### config.mk
export PLATFORM = sky130hd
export DESIGN_NAME = async_fifo_rd_ctrl_flat
export DESIGN_NICKNAME = d
export VERILOG_FILES = /design/src/rtl/async_fifo_rd_ctrl_if.sv /design/src/rtl/async_fifo_rd_ctrl.sv /design/src/flat_wrapper.sv
export SDC_FILE = /design/constraint.sdc
export NUM_CORES = 1
export LEC_CHECK = 0
export CAP_MARGIN = 5
export CORE_MARGIN = 4
export CORE_UTILIZATION = 50
export CTS_CLUSTER_SIZE = 10
export DETAILED_ROUTE_END_ITERATION = 8
export PLACE_DENSITY = 0.81
export SYNTH_ARGS = -nofsm -noshare
export SYNTH_HDL_FRONTEND = slang
export SYNTH_SLANG_ARGS = --single-unit
### constraint.sdc
create_clock -name rd_clk -period 4.11 [get_ports rd_clk]
set_clock_uncertainty 0.1 [all_clocks]
set_input_delay 0.822 -clock rd_clk [delete_from_list [all_inputs] [get_ports rd_clk]]
set_output_delay 0.822 -clock rd_clk [all_outputs]
set_load 0.01 [all_outputs]
### src/rtl/async_fifo_rd_ctrl_if.sv
// Read-side handshake bundle of the dual-clock FIFO.
// The slave modport is the controller; the master modport is the FIFO reader plus the write-domain pointer source.
interface async_fifo_rd_ctrl_if #(
  parameter int RAM_ADDR_WIDTH = 8
);
  logic                      rd_en;
  logic [RAM_ADDR_WIDTH-1:0] wraddr_gray;
  logic [RAM_ADDR_WIDTH-1:0] rdaddr;
  logic [RAM_ADDR_WIDTH-1:0] rdaddr_gray;
  logic                      empty;
  logic                      prog_empty;
  logic [RAM_ADDR_WIDTH-1:0] elements_rd;
  logic                      rd_valid;
  logic                      underflow;

  modport master (
    output rd_en, wraddr_gray,
    input  rdaddr, rdaddr_gray, empty, prog_empty, elements_rd, rd_valid, underflow
  );

  modport slave (
    input  rd_en, wraddr_gray,
    output rdaddr, rdaddr_gray, empty, prog_empty, elements_rd, rd_valid, underflow
  );
endinterface

### src/rtl/async_fifo_rd_ctrl.sv
// Read-side pointer/flag controller for the dual-clock FIFO.
// Synchronises the Gray write pointer into rd_clk and derives empty, occupancy and the read strobes.
module async_fifo_rd_ctrl #(
  parameter int RAM_ADDR_WIDTH = 8,
  parameter int SYNC_STAGES    = 2,
  parameter int PROG_EMPTY     = 4
) (
  input  logic                 rd_clk,
  input  logic                 rd_rst,
  async_fifo_rd_ctrl_if.slave  bus
);
  localparam int W = RAM_ADDR_WIDTH;
  localparam logic [W-1:0] PE_THR = W'(PROG_EMPTY);

  logic [SYNC_STAGES-1:0][W-1:0] r_sync;
  logic [W-1:0] r_rdaddr;
  logic [W-1:0] r_rdaddr_gray;
  logic         r_rd_valid;
  logic         r_underflow;

  logic [W-1:0] w_sync_wraddr;
  logic [W-1:0] w_elements;
  logic [W-1:0] w_rdaddr_nxt;
  logic         w_empty;
  logic         w_accept;

  function automatic logic [W-1:0] gray2bin(input logic [W-1:0] g);
    logic [W-1:0] b;
    b[W-1] = g[W-1];
    for (int i = W-2; i >= 0; i--) b[i] = b[i+1] ^ g[i];
    return b;
  endfunction

  // Pure flop chain: nothing else may sample the intermediate stages.
  always_ff @(posedge rd_clk) begin
    if (rd_rst) r_sync <= '0;
    else        r_sync <= {r_sync[SYNC_STAGES-2:0], bus.wraddr_gray};
  end

  assign w_sync_wraddr = gray2bin(r_sync[SYNC_STAGES-1]);
  assign w_empty       = (r_rdaddr == w_sync_wraddr);
  assign w_elements    = w_sync_wraddr - r_rdaddr;
  assign w_accept      = bus.rd_en & ~w_empty;
  assign w_rdaddr_nxt  = w_accept ? r_rdaddr + 1'b1 : r_rdaddr;

  // Gray copy is taken from the next pointer so it never lags rdaddr.
  always_ff @(posedge rd_clk) begin
    if (rd_rst) begin
      r_rdaddr      <= '0;
      r_rdaddr_gray <= '0;
      r_rd_valid    <= 1'b0;
      r_underflow   <= 1'b0;
    end else begin
      r_rdaddr      <= w_rdaddr_nxt;
      r_rdaddr_gray <= w_rdaddr_nxt ^ (w_rdaddr_nxt >> 1);
      r_rd_valid    <= w_accept;
      r_underflow   <= bus.rd_en & w_empty;
    end
  end

  assign bus.rdaddr      = r_rdaddr;
  assign bus.rdaddr_gray = r_rdaddr_gray;
  assign bus.empty       = w_empty;
  assign bus.elements_rd = w_elements;
  assign bus.prog_empty  = (w_elements <= PE_THR);
  assign bus.rd_valid    = r_rd_valid;
  assign bus.underflow   = r_underflow;
endmodule
### src/flat_wrapper.sv
// flat-port wrapper written by rule: the top's interface ports become plain ports
module async_fifo_rd_ctrl_flat 
#(
  parameter int RAM_ADDR_WIDTH = 8,
  parameter int SYNC_STAGES    = 2,
  parameter int PROG_EMPTY     = 4
)
  (rd_clk, rd_rst, bus_rd_en, bus_wraddr_gray, bus_rdaddr, bus_rdaddr_gray, bus_empty, bus_prog_empty, bus_elements_rd, bus_rd_valid, bus_underflow);
  async_fifo_rd_ctrl_if #(.RAM_ADDR_WIDTH(RAM_ADDR_WIDTH)) bus_i ();
  input  logic rd_clk;
  input  logic rd_rst;
  input wire logic [$bits(bus_i.rd_en)-1:0] bus_rd_en;
  input wire logic [$bits(bus_i.wraddr_gray)-1:0] bus_wraddr_gray;
  output wire logic [$bits(bus_i.rdaddr)-1:0] bus_rdaddr;
  output wire logic [$bits(bus_i.rdaddr_gray)-1:0] bus_rdaddr_gray;
  output wire logic [$bits(bus_i.empty)-1:0] bus_empty;
  output wire logic [$bits(bus_i.prog_empty)-1:0] bus_prog_empty;
  output wire logic [$bits(bus_i.elements_rd)-1:0] bus_elements_rd;
  output wire logic [$bits(bus_i.rd_valid)-1:0] bus_rd_valid;
  output wire logic [$bits(bus_i.underflow)-1:0] bus_underflow;
  assign bus_i.rd_en = bus_rd_en;
  assign bus_i.wraddr_gray = bus_wraddr_gray;
  assign bus_rdaddr = bus_i.rdaddr;
  assign bus_rdaddr_gray = bus_i.rdaddr_gray;
  assign bus_empty = bus_i.empty;
  assign bus_prog_empty = bus_i.prog_empty;
  assign bus_elements_rd = bus_i.elements_rd;
  assign bus_rd_valid = bus_i.rd_valid;
  assign bus_underflow = bus_i.underflow;
  async_fifo_rd_ctrl #(.RAM_ADDR_WIDTH(RAM_ADDR_WIDTH), .SYNC_STAGES(SYNC_STAGES), .PROG_EMPTY(PROG_EMPTY)) u_core (.rd_clk(rd_clk), .rd_rst(rd_rst), .bus(bus_i));
endmodule
==> results.md, run 1 <==
* Status: complete, but fails checks
* Failing checks: setup timing
* Tcrit/Tclk final at 1.01
* Hold Fails Final Rpt at 0
* Mapped Cells at 200
* Clock slew at reported path FFs at 0.10 ns
* Multi-input logic area at 1100 µm²
* Post-route cell area at 2500 µm²
* Via count at 1,576
* Filler Cell Count at 244
* Dominant cells by area after synthesis: dfxtp_1, xnor2_1, nor2b_1
* Area of the core at 3390 µm²
* Clk_lat worst skew at 0.33 ns
* Hold Worst Slack at 0.334 ns
* Post-synthesis register bit count at 33
* Die Height at 67.7 µm
* CP Max Fanout at 2
* First-pass DRT Iterations at 4
* Drt total wl at 3760 µm
* Clock sinks at 33
* PwrDens at 402 nW/µm²
* Max stage delay on crit path at 0.37 ns
* IR drop worst, VDD at 244 µV
* Yosys warning count at 0
* Ports at 39
* # H-tree levels at 2
* Nets at 278
* All-Layer GR Usage at 0.182
* Post-synth cell types at 44
* Sequential element share of the synthesized area at 0.371
* EDFF count, synth at 0
* Clock buffer count from CTS at 5
* Buffers on Ports at 38
* Number of vias per cell at 5.17
* Largest net degree at the start of global routing at 24
* CP bufs+invs at 2
* Syn nets at 220
* Layout cells sized above 1 at 0.216
* Gpl congestion at 0.898
* Max_slew headroom at 0.546
* FF+latch area at 664 µm²
* Hold buffers post-CTS at 0
* CTS root buffer: clkbuf_4
* Crit path time final at 4.16 ns
* Worst Path Arrival at 3.24 ns
* Crit. End Element: output port
* Max Fclk at 240 MHz
* Largest delay contributor family on the critical path: XOR/XNOR gates
* Setup ws final at -0.0523 ns
* Area post-placement at 2290 µm²
* Die Span X at 67.7 µm
* Hold crit path type: reg2reg
* First-pass GRT wire length at 6190 µm
* Fin Setup TNS at -0.0523 ns
* Initial core utilization at 0.526
* Post-synth top flop: dfxtp_1
* Area delta synth->final at 40.1%
* Async SR Flop Fraction at 0
* Gr ovfl total at 0
* CP Launch Type: register
* Post-Syn Area at 1780 µm²
* HPWL after detailed placement at 2760 µm
* Antenna diodes at 0
* DRT iter0 DRCs at 189
* Crit path kind: reg2out
* Wire length per cell at 12.3 µm
* Slowest cell on crit path: fa_2
* Vias in the first global route at 1,440
* Clock Tree Buf Depth at 2
* Area share of the leading cell type in the synthesized netlist at 0.371
* P_leak at 1.00 nW
* Critical path required time at 3.19 ns
* Die ar. at 4590 µm²
* Cell Rows at 21
* Slew of the pin with the lowest slew margin at 0.674 ns
* Commonest non-fill, non-tap cells in the layout: clkdlybuf4s50_1, dfxtp_1, nor2_1, buf_4, nor2b_1
* Cell accounting for the most synthesized area: dfxtp_1
* CP dominant cell by count: xnor2_1
* Most common cell after layout, fill and taps aside: clkdlybuf4s50_1
* Syn_area_per_cell at 8.91 µm²
* RSZ-0062 raised after global routing: yes
* Final setup vio count at 1
* Max-slew violation count at 0
* Final ANT Viol Nets at 0
* Remaining DRCs at 0
* Max_cap viols at 0
* CTS tree: done
* Crit-path cells: xor2_2, xnor2_2, xnor2_1, xnor2_1, xor2_1, ha_2, fa_2, nor2b_2, o31a_1, buf_4, a21oi_2, a211o_1, nor4_2, buf_2
* Initial antenna violation count at 0
synthesized netlist by cell type, drive strengths merged (2+ instances only):
master	instances
dfxtp	33
nor2	21
nor2b	20
xnor2	16
inv	14
nand2	11
ha	8
a21oi	7
o21ai	7
xor2	7
clkbuf	6
nor3	6
nand3	4
nor4	4
a2bb2oi	3
mux2	3
nand4	3
nor3b	3
a31oi	2
buf	2
mux2i	2
or4	2
kinds of logic after synthesis:
| logic type | count (synthesis) | share of synthesized area |
|---|---|---|
| and+or+nand+nor | 76 | 0.227 |
| buffers and inverters | 22 | 0.0526 |
| muxes | 5 | 0.0302 |
| adders and majority gates | 9 | 0.0674 |
| AOI/OAI and AO/OA | 31 | 0.122 |
| xor gates and xnor gates | 24 | 0.130 |
| DFF | 33 | 0.371 |
state kept, by name, summed over array words and instances (netlist names):
| register | count |
|---|---|
| u_core.r_sync | 16 |
| u_core.bus.rdaddr_gray | 8 |
| u_core.bus.rdaddr | 7 |
| u_core.bus.underflow | 1 |
| u_core.bus.rd_valid | 1 |
per-layer routing:
metal,vias up,part of all wire,track usage
li1,799,-,-
met1,709,0.43,0.211
met2,59,0.48,0.305
met3,9,0.067,0.0532
met4,0,0.021,0.0861
met5,-,0,0
area by class of cell:
type                    instances  area share
inverters                      14      0.0220
clock buffers                   7      0.0220
flip-flops and latches         33       0.266
repair buffers                 59       0.214
clock inverters                 1      0.0120
multi-input cells             145       0.441
well taps                      46      0.0230
repair_timing:
item | in CTS | in global routing
setup endpoints to repair | 6 | 6
gates cloned | 0 | 0
hold endpoints to repair | 0 | 0
pin swaps | 10 | 15
buffers inserted | 4 | 3
gates resized for setup | 23 | 10
worst paths after layout:
kind,slack (ns),endpoint,from,cells past startpoint
worst max-delay path,-0.05,bus_prog_empty,u_core.r_sync[15],14
worst max register to register,0.66,u_core.bus.rdaddr_gray[2],u_core.r_sync[15],14
worst min register to register,0.33,u_core.r_sync[12],u_core.r_sync[4],1
worst min-delay path,0.33,u_core.r_sync[12],u_core.r_sync[4],1
worst reg2reg max path: stages (launching register included):
cell      delay (ns)
dfxtp_2         0.34
xor2_2          0.19
xnor2_2         0.15
xnor2_1         0.24
xnor2_1         0.19
buf_4           0.15
buf_4           0.10
inv_1           0.05
ha_1            0.31
nand4_1         0.16
or4_4           0.48
buf_4           0.17
a311oi_1        0.43
xnor3_1         0.28
nor2_1          0.08
per-stage QoR:
stage | utilization | power (mW) | setup slack (ns) | cells
3_5_place_dp | 0.676 | 0.718 | -0.191 | 290
4_1_cts | 0.721 | 0.982 | -0.0879 | 302
5_1_grt | 0.737 | 1.07 | -0.240 | 305
6_report | 0.737 | 1.01 | -0.0523 | 305
3_3_place_gp | 0.676 | 0.715 | -0.0958 | 290
2_1_floorplan | - | 0.557 | 0.0411 | 200
where the power goes:
group	switching (mW)	internal [mW]
Clock	0.103	0.145
Combinational	0.194	0.220
Sequential	0.00860	0.335
Total	0.305	0.700
No activity file was read; power rests on OpenSTA's default activity.
==> run 2: changes to the inputs <==
CELL_PAD_IN_SITES_DETAIL_PLACEMENT = 0   (was default)
CELL_PAD_IN_SITES_GLOBAL_PLACEMENT = 1   (was default)
CORE_UTILIZATION = 37   (was 50)
PLACE_DENSITY = 0.8   (was 0.81)
==> results.md, run 2 (synthesized netlist as in run 1, its figures left out) <==
* Die Span X at 77.4 µm (+14%)
* Setup ws final at 0.0299 ns (+0.0823 ns)
* P_leak at 1.07 nW (+6.2%)
* Initial core utilization at 0.396 (-0.130)
* Ports at 39 (unchanged)
* Final ANT Viol Nets at 0 (unchanged)
* CP Max Fanout at 2 (unchanged)
* Initial antenna violation count at 0 (unchanged)
* RR Startpoint: u_core.r_sync[14]
* Crit. End Element: output port
* Finished Layout Cells at 314 (+3.0%)
* Layout cells sized above 1 at 0.233 (+0.0166)
* HP Start: u_core.r_sync[4]
* First-pass GRT wire length at 6660 µm (+7.6%)
* Top reg by flops: u_core.r_sync
* PwrDens at 437 nW/µm² (+8.6%)
* Hold crit path type: reg2reg
* Antenna diodes at 0 (unchanged)
* Final setup vio count at 0 (-1)
* Area delta synth->final at 45.3%
* Via count at 1,548 (-1.8%)
* Max_cap viols at 0 (unchanged)
* CP Launch Type: register
* Gpl congestion at 0.846 (-5.8%)
* Filler Cell Count at 412 (+69%)
* Clock sinks at 33 (unchanged)
* Fin Setup TNS at 0 ns (+0.0523 ns)
* Commonest non-fill, non-tap cells in the layout: clkdlybuf4s50_1, dfxtp_1, buf_4, nor2_1, nor2b_1
* Area of the core at 4500 µm² (+33%)
* Vias in the first global route at 1,417 (-1.6%)
* Die ar. at 5990 µm² (+31%)
* Tcrit/Tclk final at 0.993 (-0.0200)
* Status: finished, final reports clean
* # H-tree levels at 2 (unchanged)
* Clock buffer count from CTS at 5 (unchanged)
* Worst min-delay path endpoint: u_core.r_sync[12]
* CTS tree: done
* IR drop worst, VDD at 255 µV (+4.8%)
* Drt total wl at 4080 µm (+8.4%)
* Max-slew violation count at 0 (unchanged)
* WHS Path Cells at 1 (unchanged)
* First-pass DRT Iterations at 4 (unchanged)
* Max reg flops at 16 (unchanged)
* RSZ-0062 raised after global routing: yes
* Crit path kind: reg2out
* Worst Path Arrival at 3.16 ns (-0.08 ns)
* Power, Total at 1.13 mW (+13%)
* Multi-input logic area at 1110 µm² (+1.0%)
* HPWL after detailed placement at 2930 µm (+6.2%)
* Placed cell count at 298 (+2.8%)
* Clock slew at reported path FFs at 0.07 ns (-0.03 ns)
* Buffers on Ports at 38 (unchanged)
* Critical R2R Capture: u_core.bus.rdaddr_gray[2]
* Number of vias per cell at 4.93 (-4.6%)
* CTS root buffer: clkbuf_8
* All-Layer GR Usage at 0.139 (-0.0425)
* Cell Rows at 24 (+14%)
* FF+latch area at 664 µm² (unchanged)
* Clock Tree Buf Depth at 2 (unchanged)
* Path depth of the worst reg2reg path at 14 (unchanged)
* Largest net degree at the start of global routing at 22 (-8.3%)
* Remaining DRCs at 0 (unchanged)
* Most common cell after layout, fill and taps aside: clkdlybuf4s50_1
* Critical path required time at 3.19 ns (about the same)
* Clk_lat worst skew at 0.28 ns (-0.05 ns)
* FF-to-FF setup slack at 0.62 ns (-0.04 ns)
* Final core occ at 0.575 (-0.162)
* Die Height at 77.4 µm (+14%)
* Slew of the pin with the lowest slew margin at 0.746 ns (+0.0716 ns)
* Hold Fails Final Rpt at 0 (unchanged)
* Max_slew headroom at 0.501 (-0.0444)
* Max Fclk at 245 MHz (+2.0%)
* DRT iter0 DRCs at 98 (-48%)
* Nets at 281 (+1.1%)
* Crit path time final at 4.08 ns (-0.0823 ns)
* Wire length per cell at 13.0 µm (+5.3%)
* Worst slack, placed at -0.179 ns (+0.0116 ns)
* Gr ovfl total at 0 (unchanged)
run 2: changes by cell type in the layout (fill, tap and decap cells not counted), sizes merged:
| cell | change |
|---|---|
| buf | +3 |
| clkbuf | -2 |
| clkdlybuf4s15 | -2 |
| dlymetal6s2s | +2 |
| bufinv | +1 |
| clkinv | +1 |
run 2: metal layers:
| metal | vias up | GRT usage | wire (µm) |
|---|---|---|---|
| li1 | 799 | - | - |
| met1 | 710 | 0.172 | 1850 |
| met2 | 35 | 0.231 | 2010 |
| met3 | 4 | 0.0417 | 180 |
| met4 | 0 | 0.0480 | 35 |
| met5 | - | 0 | 0 |
run 2: worst max-delay path, cell delays in order, from the launching register on:
cell     delay, ns
dfxtp_1       0.33
xor2_2        0.19
xnor2_2       0.16
xnor2_2       0.24
xnor2_2       0.11
xor2_1        0.17
ha_2          0.21
fa_2          0.37
nor2b_2       0.14
o31a_1        0.15
nor4_1        0.06
a311o_1       0.35
nor4_2        0.23
buf_2         0.16
run 2: area by class of cell:
class | instances | area share
timing repair buffer | 62 | 0.215
sequential | 33 | 0.257
tap | 52 | 0.0251
multi-input combinational | 145 | 0.430
inverter | 14 | 0.0213
clock buffer | 5 | 0.0266
clock inverter | 3 | 0.0251
run 2: power breakdown:
group / leakage [nW] / internal (mW) / switching, mW / total, mW
combinational: 0.725 / 0.229 / 0.199 / 0.429
sequential: 0.272 / 0.335 / 0.00691 / 0.342
clock: 0.0681 / 0.241 / 0.120 / 0.360
total: 1.07 / 0.805 / 0.326 / 1.13
run 2: metrics by stage:
| step | instance area, µm² | hold WS (ns) |
|---|---|---|
| global placement | 2310 | 0.322 |
| finish | 2590 | 0.338 |
| detailed placement | 2310 | 0.327 |
| floorplan | 1790 | 0.314 |
| global route | 2590 | 0.357 |
| CTS | 2530 | 0.341 |
run 2: repair_timing:
item	in CTS	in global routing
buffers inserted	5	3
pin swaps	7	8
endpoints found under the setup margin	6	7
hold buffers	0	0
gates resized for setup	19	10
run 2: how the worst max path moves through the flow:
| stage | start | to | depth (start not counted) |
|---|---|---|---|
| after floorplan | u_core.r_sync[15] | bus_prog_empty | 12 |
| after global placement | u_core.r_sync[15] | bus_prog_empty | 13 |
| after detailed placement | u_core.r_sync[12] | bus_prog_empty | 13 |
| after CTS | u_core.r_sync[11] | bus_elements_rd[6] | 13 |
| after global routing | u_core.r_sync[12] | bus_prog_empty | 13 |
| final | u_core.r_sync[14] | bus_prog_empty | 13 |
